$ cat src/rtl/fixed_point_max_dispatch.sv
// fixed_point_max_dispatch: buffers a score vector, tracks its running max,
// then issues it four lanes per group with a one-cycle enable pulse each.
module fixed_point_max_dispatch #(
  parameter int ARITH_TYPE = 1,
  parameter int DATA_WIDTH = 32,
  parameter int INTEGER    = 16,
  parameter int FRACTION   = 16,
  parameter int NUM_INPUTS = 10
) (
  input  logic                  clk,
  input  logic                  reset,
  input  logic                  in_valid,
  input  logic [DATA_WIDTH-1:0] in_data,
  output logic                  in_ready,
  output logic                  softmax_enable,
  output logic [DATA_WIDTH-1:0] max_input,
  output logic [DATA_WIDTH-1:0] in1,
  output logic [DATA_WIDTH-1:0] in2,
  output logic [DATA_WIDTH-1:0] in3,
  output logic [DATA_WIDTH-1:0] in4,
  output logic [3:0]            lane_valid,
  output logic                  vector_done
);

  localparam int NUM_GROUPS = (NUM_INPUTS + 3) / 4;
  localparam int CW = (NUM_INPUTS > 1) ? $clog2(NUM_INPUTS) : 1;
  localparam int GW = (NUM_GROUPS > 1) ? $clog2(NUM_GROUPS) : 1;

  if (NUM_INPUTS < 1 || NUM_INPUTS > 64 ||
      INTEGER + FRACTION != DATA_WIDTH) begin : g_bad_cfg
    $error("fixed_point_max_dispatch: bad parameters");
  end

  typedef enum logic [1:0] {
    S_COLLECT,
    S_EN,
    S_DATA,
    S_DONE
  } state_e;

  state_e                state_q, state_d;
  logic [CW-1:0]         cnt_q, cnt_d;
  logic [GW-1:0]         grp_q, grp_d;
  logic [DATA_WIDTH-1:0] max_q, max_d;
  logic [DATA_WIDTH-1:0] lane_q [4];
  logic [DATA_WIDTH-1:0] lane_d [4];
  logic [3:0]            lv_q, lv_d;
  logic [DATA_WIDTH-1:0] mem_q [NUM_INPUTS];

  logic accept;
  logic last_el;
  logic last_grp;
  logic gt;

  assign accept   = in_valid & in_ready;
  assign last_el  = (cnt_q == CW'(NUM_INPUTS - 1));
  assign last_grp = (grp_q == GW'(NUM_GROUPS - 1));

  // strict greater: on a tie the earlier word is kept
  always_comb begin
    if (ARITH_TYPE != 0) gt = $signed(in_data) > $signed(max_q);
    else                 gt = in_data > max_q;
  end

  always_ff @(posedge clk or negedge reset) begin
    if (!reset) begin
      state_q <= S_COLLECT;
      cnt_q   <= '0;
      grp_q   <= '0;
      max_q   <= '0;
      lv_q    <= '0;
      for (int k = 0; k < 4; k++) lane_q[k] <= '0;
    end else begin
      state_q <= state_d;
      cnt_q   <= cnt_d;
      grp_q   <= grp_d;
      max_q   <= max_d;
      lv_q    <= lv_d;
      lane_q  <= lane_d;
    end
  end

  always_ff @(posedge clk) begin
    for (int j = 0; j < NUM_INPUTS; j++) begin
      if (accept && cnt_q == CW'(j)) mem_q[j] <= in_data;
    end
  end

  always_comb begin
    state_d = state_q;
    unique case (state_q)
      S_COLLECT: if (accept && last_el) state_d = S_EN;
      S_EN:      state_d = S_DATA;
      S_DATA:    state_d = last_grp ? S_DONE : S_EN;
      S_DONE:    state_d = S_COLLECT;
      default:   state_d = S_COLLECT;
    endcase
  end

  always_comb begin
    cnt_d  = cnt_q;
    grp_d  = grp_q;
    max_d  = max_q;
    lane_d = lane_q;
    lv_d   = lv_q;
    if (accept) begin
      cnt_d = last_el ? '0 : cnt_q + 1'b1;
      if (cnt_q == '0 || gt) max_d = in_data;
      if (last_el) grp_d = '0;
    end
    if (state_q == S_DATA && !last_grp) grp_d = grp_q + 1'b1;
    // padding lanes carry the max so max-minus-lane is zero there
    if (state_q == S_EN) begin
      for (int k = 0; k < 4; k++) begin
        lane_d[k] = max_q;
        lv_d[k]   = 1'b0;
        for (int j = 0; j < NUM_INPUTS; j++) begin
          if (int'(grp_q) * 4 + k == j) begin
            lane_d[k] = mem_q[j];
            lv_d[k]   = 1'b1;
          end
        end
      end
    end
  end

  always_comb begin
    in_ready       = 1'b0;
    softmax_enable = 1'b0;
    vector_done    = 1'b0;
    unique case (state_q)
      S_COLLECT: in_ready       = 1'b1;
      S_EN:      softmax_enable = 1'b1;
      S_DONE:    vector_done    = 1'b1;
      default:   ;
    endcase
  end

  assign max_input  = max_q;
  assign in1        = lane_q[0];
  assign in2        = lane_q[1];
  assign in3        = lane_q[2];
  assign in4        = lane_q[3];
  assign lane_valid = lv_q;

endmodule

$ cat config.mk
export PLATFORM = sky130hd
export DESIGN_NAME = fixed_point_max_dispatch
export DESIGN_NICKNAME = d
export VERILOG_FILES = /design/src/rtl/fixed_point_max_dispatch.sv
export SDC_FILE = /design/constraint.sdc
export NUM_CORES = 1
export LEC_CHECK = 0
export CAP_MARGIN = 25
export CORE_MARGIN = 5
export CORE_UTILIZATION = 57
export DETAILED_ROUTE_END_ITERATION = 8
export PLACE_DENSITY = 0.86
export SYNTH_ARGS = -nofsm -noshare
export SYNTH_HDL_FRONTEND = slang
export SYNTH_SLANG_ARGS = --single-unit
$ cat constraint.sdc
create_clock -name clk -period 5.6 [get_ports clk]
set_clock_uncertainty 0.2 [all_clocks]
set_input_delay 0.56 -clock clk [delete_from_list [all_inputs] [get_ports clk]]
set_output_delay 0.56 -clock clk [all_outputs]
set_load 0.03 [all_outputs]
==> impl_metrics.tcl, run 1 <==
set metrics [dict create \
    post-route-period-util_pct 65.6 \
    fin_crit_ps 3670 \
    synth_xor_area_share_pct 0.0895 \
    synth_async_sr_flop_share_pct 34.7 \
    pre_cts_ws_ps 1420 \
    finalSetupViolCount 0 \
    grt_overflow 0 \
    fin_util_pct 70.1 \
    cap_violations 0 \
    dieArea_um2 38200 \
    powerDensity_nw_per_um2 625 \
    gp_congestion 0.764 \
    fp.dieH_um 195 \
    crit_buf_inv 1 \
    power.share.switching_pct 39.8 \
    crit_path_max_fanout 32 \
    syn-num-nets 1663 \
    io_pins 202 \
    synth_area_um2 19600 \
    insertion_delay_ps 550 \
    hold_viol 0 \
    fin_tns_setup_ps 0 \
    htreeDepth 2 \
    synth_top_area_cell "edfxtp_1" \
    ir_drop_mv 0.356 \
    yosys.area_share.simple_pct 8.97 \
    crit_path_max_incr_delay_ps 610 \
    outcome "finished clean" \
    rows 67 \
    clockBufferDepth 3 \
    final_max_slew_viol_count 0 \
    synth_compound_area_share_pct 12.6 \
    seq_power_share_pct 34.8 \
    setup.worst_path.start_class "input pin" \
    p_int_mw 8.89 \
    portBuffers 201 \
    critPathKind "input pin to flip-flop" \
    area_growth_pct 20.7 \
    cts_inserted_buffers 48 \
    critPathSlowestCell "clkdlybuf4s50_1" \
    grt_pass1_vias 13100 \
    antenna_found_initial 1 \
    synth-seq-area-share_pct 70.8 \
    cpLargestDelayFamily "simple AND/OR/NAND/NOR gates" \
    avgSynthCellArea_um2 12.3 \
    path_clk_slew_ps 60 \
    pwr-share-clk_pct 21.4 \
    grt_max_degree 174 \
    drc 0 \
    drive_gt1_share_pct 8.25 \
    rsz0062_at_grt "no" \
    synth_adder_area_share_pct 2.30 \
    dp_hpwl_um 28200 \
    power_frac_comb_pct 43.8 \
    drt_pass1_iterations 5 \
    grt_first_pass_wirelength_um 72000 \
    path_cells "clkdlybuf4s50_1 -> ha_1 -> nand4_1 -> nor4_2 -> nor3b_2 -> nand3_1 -> a21oi_1 -> a211o_4 -> mux2_2" \
    synth_top_family_by_area "compound AO/OA/AOI/OAI gates" \
    syn_inst 1592 \
    endpoint_kind "flip-flop" \
    yosys_warnings 0 \
    first_iter_violations 1195 \
    maxSlewHeadroom_pct 35.8 \
    cts_root_buffer "clkbuf_16" \
    grt_use_total_pct 23.7 \
    synthMuxAreaShare_pct 2.42 \
    worst_slack_ps 1930 \
    tritoncts "done" \
    leakage_nw 9.07 \
    postCtsHoldBufs 1 \
    fp.coreArea_um2 33700 \
    via_count 13000 \
    synth_edf_count 320 \
    yosysUniqueCellTypes 41 \
    hold_class "flip-flop to flip-flop" \
    power_switching_mw 5.87 \
    via_per_inst 5.76 \
    antenna_left 0 \
    arrival_ps 3890 \
    yosysTopAreaCellShare_pct 49.1 \
    max_freq_mhz 272 \
    netlist_top_cells_area "edfxtp_1 (49%), dfrtp_1 (22%), a21oi_1 (8.6%)" \
    route.detailed.wl_per_inst_um 20.4 \
    final_nets 1840 \
    synth_flop_cell "edfxtp_1" \
    cp_data_required_time_ps 5820 \
    yosysMostFrequentCell "a21oi_1" \
    start_util_pct 58.1 \
    totalWireLength_um 46100 \
    synth_common_cells "a21oi_1 (337), edfxtp_1 (320), nor2_1 (205), dfrtp_1 (170), nand2_1 (147)" \
    post_cts.repair.setup_buffers 0 \
    finalPower_mw 14.8 \
    cts.sinks 490 \
    die-width_um 195 \
    max_slew.worst_pin.slew_ps 957 \
    ys_ff_latch 490 \
    cts-resized-gates 0 \
]
==> worst min-delay path: cells and delay by family (launching register included) <==
family             cells  cell delay, ps
DFF                    1             340
AOI/OAI and AO/OA      1              60
and+or+nand+nor        1              50
==> final cells by class <==
class	instances	area [um^2]
fillers	2276	10100
repair buffers	224	2240
inverters	36	135
clock inverters	20	178
multi-input cells	969	5260
flip-flops and latches	490	13900
diodes	1	2.50
well taps	448	561
clock buffers	68	1390
==> power by group through the flow <==
stage          sequential [mW]  combinational (mW)  clock, mW
3_3_place_gp              5.14                6.20          0
5_1_grt                   5.22                7.07       3.37
6_report                  5.14                6.47       3.16
2_1_floorplan             6.11                3.24          0
3_5_place_dp              5.19                6.41          0
4_1_cts                   5.14                6.48       3.21
==> sequential cells by signal, summed over array words and instances, names as in the netlist <==
register / count
mem_q: 320
in1: 32
in2: 32
in3: 32
in4: 32
max_input: 32
cnt_q: 4
grp_q: 2
lane_valid: 2
state_q: 2
==> cell families (layout without fill, tap and decap cells) <==
kind of cell               count (synthesis)  in the layout
DFF                                      490            490
AOI/OAI and AO/OA                        484            484
and+or+nand+nor                          415            415
buffers and inverters                    133            348
adders and majority gates                 36             36
muxes                                     32             32
xor gates and xnor gates                   2              2
other                                      0              1
==> layout by cell type, fill, tap and decap left out, drive strengths merged, types with 35 or more instances in the layout <==
cell           count
edfxtp           320
inv               37
nor2b             35
clkdlybuf4s50    200
clkbuf            69
a21oi            337
nand2            148
nor2             205
dfrtp            170
ha                36
o21ai            137
==> per-stage QoR <==
stage	instances	cell area [um^2]	hold slack [ps]
6_report	2256	23600	276
5_1_grt	2256	23600	302
4_1_cts	2253	23600	282
3_5_place_dp	2164	22000	269
3_3_place_gp	2164	22000	261
2_1_floorplan	1592	19600	64.4
==> worst paths after layout <==
path | cells past startpoint | from | endpoint | slack, ps
max | 9 | in_data[31] | max_input[0]$_DFFE_PN0P_ | 1930
min | 2 | in1[8]$_DFFE_PN0P_ | in1[8]$_DFFE_PN0P_ | 280
max reg2reg | 9 | max_input[31]$_DFFE_PN0P_ | max_input[0]$_DFFE_PN0P_ | 2230
max in group asynchronous | 3 | reset | in4[20]$_DFFE_PN0P_ | 3580
min reg2reg | 2 | in1[8]$_DFFE_PN0P_ | in1[8]$_DFFE_PN0P_ | 280
min in group asynchronous | 2 | reset | in3[2]$_DFFE_PN0P_ | 390
==> metal layers <==
metal	up-vias	part of all wire [%]	global-route usage, %
li1	6022	-	-
met1	6436	41	32.5
met4	0	2.4	6.70
met5	-	0	0
met2	452	50	40.0
met3	85	6.4	4.00
Power figures use the tool's default switching activity.
==> run 2: changes to the inputs <==
clock period = 3.6 ns   (was 5.6 ns; I/O delays follow)
==> run 2 against run 1 <==
First-iteration DRC count rose by 0.42%. Global-route usage increased by 0.83 points. Critical path depth up 1. Highest routed layer unchanged.
==> impl_metrics.tcl, run 2 (synthesized netlist as in run 1, its figures left out) <==
set metrics [dict create \
    max_slew.worst_pin.slew_ps 1050 \
    num_antenna_cells 0 \
    max_flop_register "mem_q" \
    outcome "finished clean" \
    post-route-period-util_pct 86.3 \
    cap_violations 0 \
    htreeDepth 2 \
    largest_reg_flops 320 \
    critPathKind "flip-flop to flip-flop" \
    final_nets 1884 \
    area_growth_pct 22.9 \
    grt_pass1_vias 13300 \
    leakage_nw 9.33 \
    hold_class "input pin to async pin" \
    start_util_pct 58.1 \
    cts_root_buffer "clkbuf_16" \
    highest_layer "met4" \
    final_common_cell "a21oi_1" \
    path_cells "inv_1 -> ha_1 -> nand4_1 -> nor4_2 -> nor3b_2 -> nand3_1 -> a21oi_1 -> a211o_4 -> buf_12 -> mux2_2" \
    hold_viol 0 \
    tritoncts "done" \
    fp.dieH_um 195 \
    io_pins 202 \
    first_iter_violations 1200 \
    arrival_ps 3340 \
    post_cts.repair.setup_buffers 0 \
    via_per_inst 5.73 \
    antenna_left 0 \
    dr_wl_met2_um 23400 \
    grt_overflow 0 \
    cts_inserted_buffers 48 \
    cp_data_required_time_ps 3840 \
    setup.worst_path.start_class "flip-flop" \
    fp.coreArea_um2 33700 \
    ir_drop_mv 0.641 \
    hold_ws_ps 206 \
    route.detailed.wl_per_inst_um 20.8 \
    gp_congestion 0.820 \
    insertion_delay_ps 560 \
    die-width_um 195 \
    r2r_slack_ps 490 \
    startpoint "max_input[27]$_DFFE_PN0P_" \
    final_max_slew_viol_count 0 \
    dp_hpwl_um 29600 \
    maxSlewHeadroom_pct 30.0 \
    fin_crit_ps 3110 \
    drt_pass1_iterations 5 \
    powerDensity_nw_per_um2 968 \
    drc 0 \
    worstReg2RegEnd "max_input[0]$_DFFE_PN0P_" \
    fin_util_pct 71.4 \
    met1_length_um 19400 \
    most-common-layout-cells "a21oi_1 (337), edfxtp_1 (320), clkdlybuf4s50_1 (200)" \
    totalWireLength_um 47900 \
    crit_path_max_incr_delay_ps 430 \
    via_count 13200 \
    fin_tns_setup_ps 0 \
    reg2reg_depth 10 \
    endpoint_kind "flip-flop" \
    rows 67 \
    antenna_found_initial 0 \
    grt_first_pass_wirelength_um 73700 \
    portBuffers 201 \
    wl_met3_um 3430 \
    grt_use_total_pct 24.6 \
    path_clk_slew_ps 60 \
    drive_gt1_share_pct 10.7 \
    crit_end "max_input[0]$_DFFE_PN0P_" \
    dieArea_um2 38200 \
    max_freq_mhz 322 \
    cts-resized-gates 0 \
    cts.sinks 490 \
    critPathSlowestCell "dfrtp_1" \
    reg2reg_from "max_input[27]$_DFFE_PN0P_" \
    finalSetupViolCount 0 \
    clockBufferDepth 3 \
    crit_path_max_fanout 17 \
    grt_max_degree 261 \
    rsz0062_at_grt "no" \
]
==> run 2: layer usage <==
| layer | up-vias | GRT usage (%) |
|---|---|---|
| li1 | 6101 | - |
| met1 | 6469 | 33.4 |
| met2 | 506 | 40.0 |
| met3 | 107 | 4.55 |
| met4 | 0 | 9.65 |
| met5 | - | 0 |
==> run 2: worst max-delay path, delay by kind of cell, from the launching register on <==
family                     cells  cell delay (ps)
AOI/OAI and AO/OA              2              370
adders and majority gates      1              320
buffers and inverters          2              260
DFF                            1              430
muxes                          1              350
and+or+nand+nor                4             1070
==> run 2: final cells by class <==
class | instances | area, um^2
clock buffer | 66 | 1370
clock inverter | 24 | 200
fill | 2189 | 9640
inverter | 36 | 135
multi-input combinational | 969 | 5270
sequential | 490 | 13900
tap | 448 | 561
timing repair buffer | 268 | 2660
==> run 2: worst min path at each step <==
| stage | slack [ps] | cells past startpoint | from | end |
|---|---|---|---|---|
| 4_1_cts | 230 | 2 | reset | in2[1]$_DFFE_PN0P_ |
| 3_3_place_gp | 240 | 1 | reset | in4[2]$_DFFE_PN0P_ |
| 5_1_grt | 270 | 2 | reset | in2[1]$_DFFE_PN0P_ |
| 6_report | 210 | 2 | reset | in2[1]$_DFFE_PN0P_ |
| 3_5_place_dp | 260 | 1 | reset | in3[3]$_DFFE_PN0P_ |
| 2_1_floorplan | -140 | 0 | reset | cnt_q[0]$_DFFE_PN0P_ |
==> run 2: repair_timing <==
item / 4_1_cts / 5_1_grt
hold buffers: 1 / 0
endpoints found under the hold margin: 76 / 0
endpoints found under the setup margin: 0 / 0
==> run 2: power by group <==
| part | switching [mW] | internal [mW] |
|---|---|---|
| clock | 2.09 | 2.83 |
| combinational | 6.44 | 3.89 |
| sequential | 0.806 | 7.23 |
==> run 2: through the flow <==
stage	area, um^2	total power [mW]	setup WS (ps)	std cells
after global placement	22500	18.0	174	2210
final	24100	23.3	495	2301
after CTS	24100	23.4	527	2301
after global routing	24100	24.6	336	2301
after detailed placement	22500	18.4	137	2210
after floorplan	19600	14.5	476	1592
==> run 3: changes to the inputs <==
CORE_UTILIZATION = 40   (was 57)
PLACE_DENSITY = 0.66   (was 0.86)
REMOVE_ABC_BUFFERS = 1   (was not set)
==> run 3 against run 2 <==
Register-to-register slack got worse by 40 ps. Wire length rose by 2.4%. Clock power down 2%. Setup slack got worse by 40 ps. Core utilization decreased by 22 points. Critical path depth decreased by 2. Sequential cell count unchanged. Non-clock buffer count is 2 lower. Sequential power barely moved. Clock-buffer cell count rose by 10. Worst hold slack got worse by 99 ps. Combinational power barely moved. Critical path type unchanged.
==> impl_metrics.tcl, run 3 (synthesized netlist as in run 1, its figures left out) <==
set metrics [dict create \
    cts_root_buffer "clkbuf_16" \
    finalInstanceArea_um2 24100 \
    grt_use_total_pct 18.1 \
    portBuffers 201 \
    grt_pass1_vias 12600 \
    antenna_left 0 \
    final_max_slew_viol_count 0 \
    cap_violations 0 \
    drt_pass1_iterations 5 \
    rsz0062_at_grt "no" \
    area_growth_pct 23.4 \
    max_freq_mhz 318 \
    powerDensity_nw_per_um2 951 \
    ir_drop_mv 0.394 \
    fp.dieH_um 231 \
    path_cells "inv_1 -> ha_1 -> nand4_1 -> nor3_1 -> a31oi_1 -> a211o_4 -> buf_12 -> mux2_4" \
    post_cts.repair.setup_buffers 0 \
    dp_hpwl_um 31500 \
    cts-resized-gates 0 \
    grt_overflow 0 \
    max_flop_register "mem_q" \
    setup.worst_path.start_class "flip-flop" \
    start_util_pct 40.2 \
    hold_class "input pin to async pin" \
    fin_crit_ps 3150 \
    arrival_ps 3390 \
    reg2reg_from "max_input[15]$_DFFE_PN0P_" \
    path_clk_slew_ps 60 \
    reg2reg_depth 8 \
    first_iter_violations 933 \
    insertion_delay_ps 570 \
    pre_cts_ws_ps 148 \
    cp_data_required_time_ps 3850 \
    fp.coreArea_um2 48600 \
    largest_reg_flops 320 \
    worstReg2RegEnd "max_input[14]$_DFFE_PN0P_" \
    placed_area_um2 22600 \
    tritoncts "done" \
    die-width_um 231 \
    clockBufferDepth 3 \
    via_per_inst 5.16 \
    route.detailed.wl_per_inst_um 19.8 \
    power_frac_comb_pct 44.1 \
    cts.sinks 490 \
    final_common_cell "a21oi_1" \
    drc 0 \
    final_nets 1883 \
    outcome "finished clean" \
    totalWireLength_um 49000 \
    crit_path_max_fanout 16 \
    grt_max_degree 150 \
    crit_path_max_incr_delay_ps 740 \
    leakage_nw 9.28 \
    rows 81 \
    fin_util_pct 49.6 \
    dp_cells 2382 \
    power.share.switching_pct 39.8 \
    gp_congestion 0.784 \
    io_pins 202 \
    power_switching_mw 9.13 \
    cts_inserted_buffers 49 \
    worst_slack_ps 454 \
    layout.area.seq_um2 13900 \
    num_antenna_cells 0 \
    critPathSlowestCell "nor3_1" \
    fin_cells 2472 \
    drive_gt1_share_pct 10.1 \
    hold_viol 0 \
    grt_first_pass_wirelength_um 75300 \
    p_int_mw 13.8 \
    maxSlewHeadroom_pct 32.8 \
    postCtsHoldBufs 1 \
    seq_power_share_pct 34.9 \
    critPathKind "flip-flop to flip-flop" \
    post-route-period-util_pct 87.4 \
    pwr-share-clk_pct 21.0 \
    htreeDepth 2 \
    fill_cells 4238 \
    antenna_found_initial 3 \
    endpoint_kind "flip-flop" \
    finalSetupViolCount 0 \
    max_slew.worst_pin.slew_ps 1010 \
    dieArea_um2 53500 \
    fin_tns_setup_ps 0 \
    multi_input_area_um2 5260 \
    most-common-layout-cells "a21oi_1 (337), edfxtp_1 (320), clkdlybuf4s50_1 (200)" \
    via_count 12800 \
    r2r_slack_ps 450 \
]
[run 3: cell types whose count changed in the layout (fill, tap and decap cells not counted), moves of 2 or more]
cell | before | now
clkbuf_1 | 9 | 16
inv_6 | 3 | 0
clkinv_4 | 3 | 0
clkinv_1 | 3 | 6
clkbuf_16 | 49 | 51
bufinv_16 | 2 | 0
nor3_2 | 0 | 2
nor3_4 | 3 | 1
buf_4 | 55 | 57
buf_12 | 11 | 7
clkinvlp_4 | 4 | 0
[run 3: layer usage]
layer / GRT usage, % / wire length [um] / part of all wire (%)
met4: 5.44 / 1160 / 2.4
met1: 24.8 / 21300 / 44
met5: 0 / 27 / 0.055
met3: 3.93 / 3070 / 6.3
met2: 29.3 / 23400 / 48
[run 3: worst max path at each step]
stage | cells after the start | startpoint | slack (ps) | to
2_1_floorplan | 7 | grp_q[1]$_DFFE_PN0P_ | -2410 | in1[30]$_DFFE_PN0P_
3_3_place_gp | 10 | in_data[31] | 160 | max_input[0]$_DFFE_PN0P_
3_5_place_dp | 8 | in_data[13] | 150 | max_input[26]$_DFFE_PN0P_
4_1_cts | 8 | max_input[15]$_DFFE_PN0P_ | 510 | max_input[14]$_DFFE_PN0P_
5_1_grt | 9 | max_input[15]$_DFFE_PN0P_ | 370 | max_input[0]$_DFFE_PN0P_
6_report | 8 | max_input[15]$_DFFE_PN0P_ | 450 | max_input[14]$_DFFE_PN0P_
[run 3: layout make-up]
cell class                      instances  area share (%)
Timing Repair Buffer                  266            10.7
Sequential cell                       490            57.4
Tap cell                              622            3.22
Clock buffer                           76            6.05
Multi-Input combinational cell        969            21.8
Inverter                               36           0.560
Clock inverter                         13           0.238
[run 3: stage by stage]
step,power [mW],hold slack [ps]
after floorplan,14.4,-136
after global placement,18.2,149
after detailed placement,18.4,148
after CTS,23.3,94.9
after global routing,24.5,156
final,23.0,107
[run 3: critical path: cells and delay by family, from the launching register on]
family | cells | cell delay (ps)
adders and majority gates | 1 | 300
buffers and inverters | 2 | 250
DFF | 1 | 430
muxes | 1 | 300
AOI/OAI and AO/OA | 2 | 620
and+or+nand+nor | 2 | 920
[run 3: power by group through the flow]
stage	sequential (mW)	clock (mW)	combinational (mW)
after floorplan	9.59	0	4.85
final	8.01	4.82	10.1
after CTS	8.03	4.95	10.3
after global placement	8.08	0	10.1
after detailed placement	8.12	0	10.2
after global routing	8.16	5.19	11.2
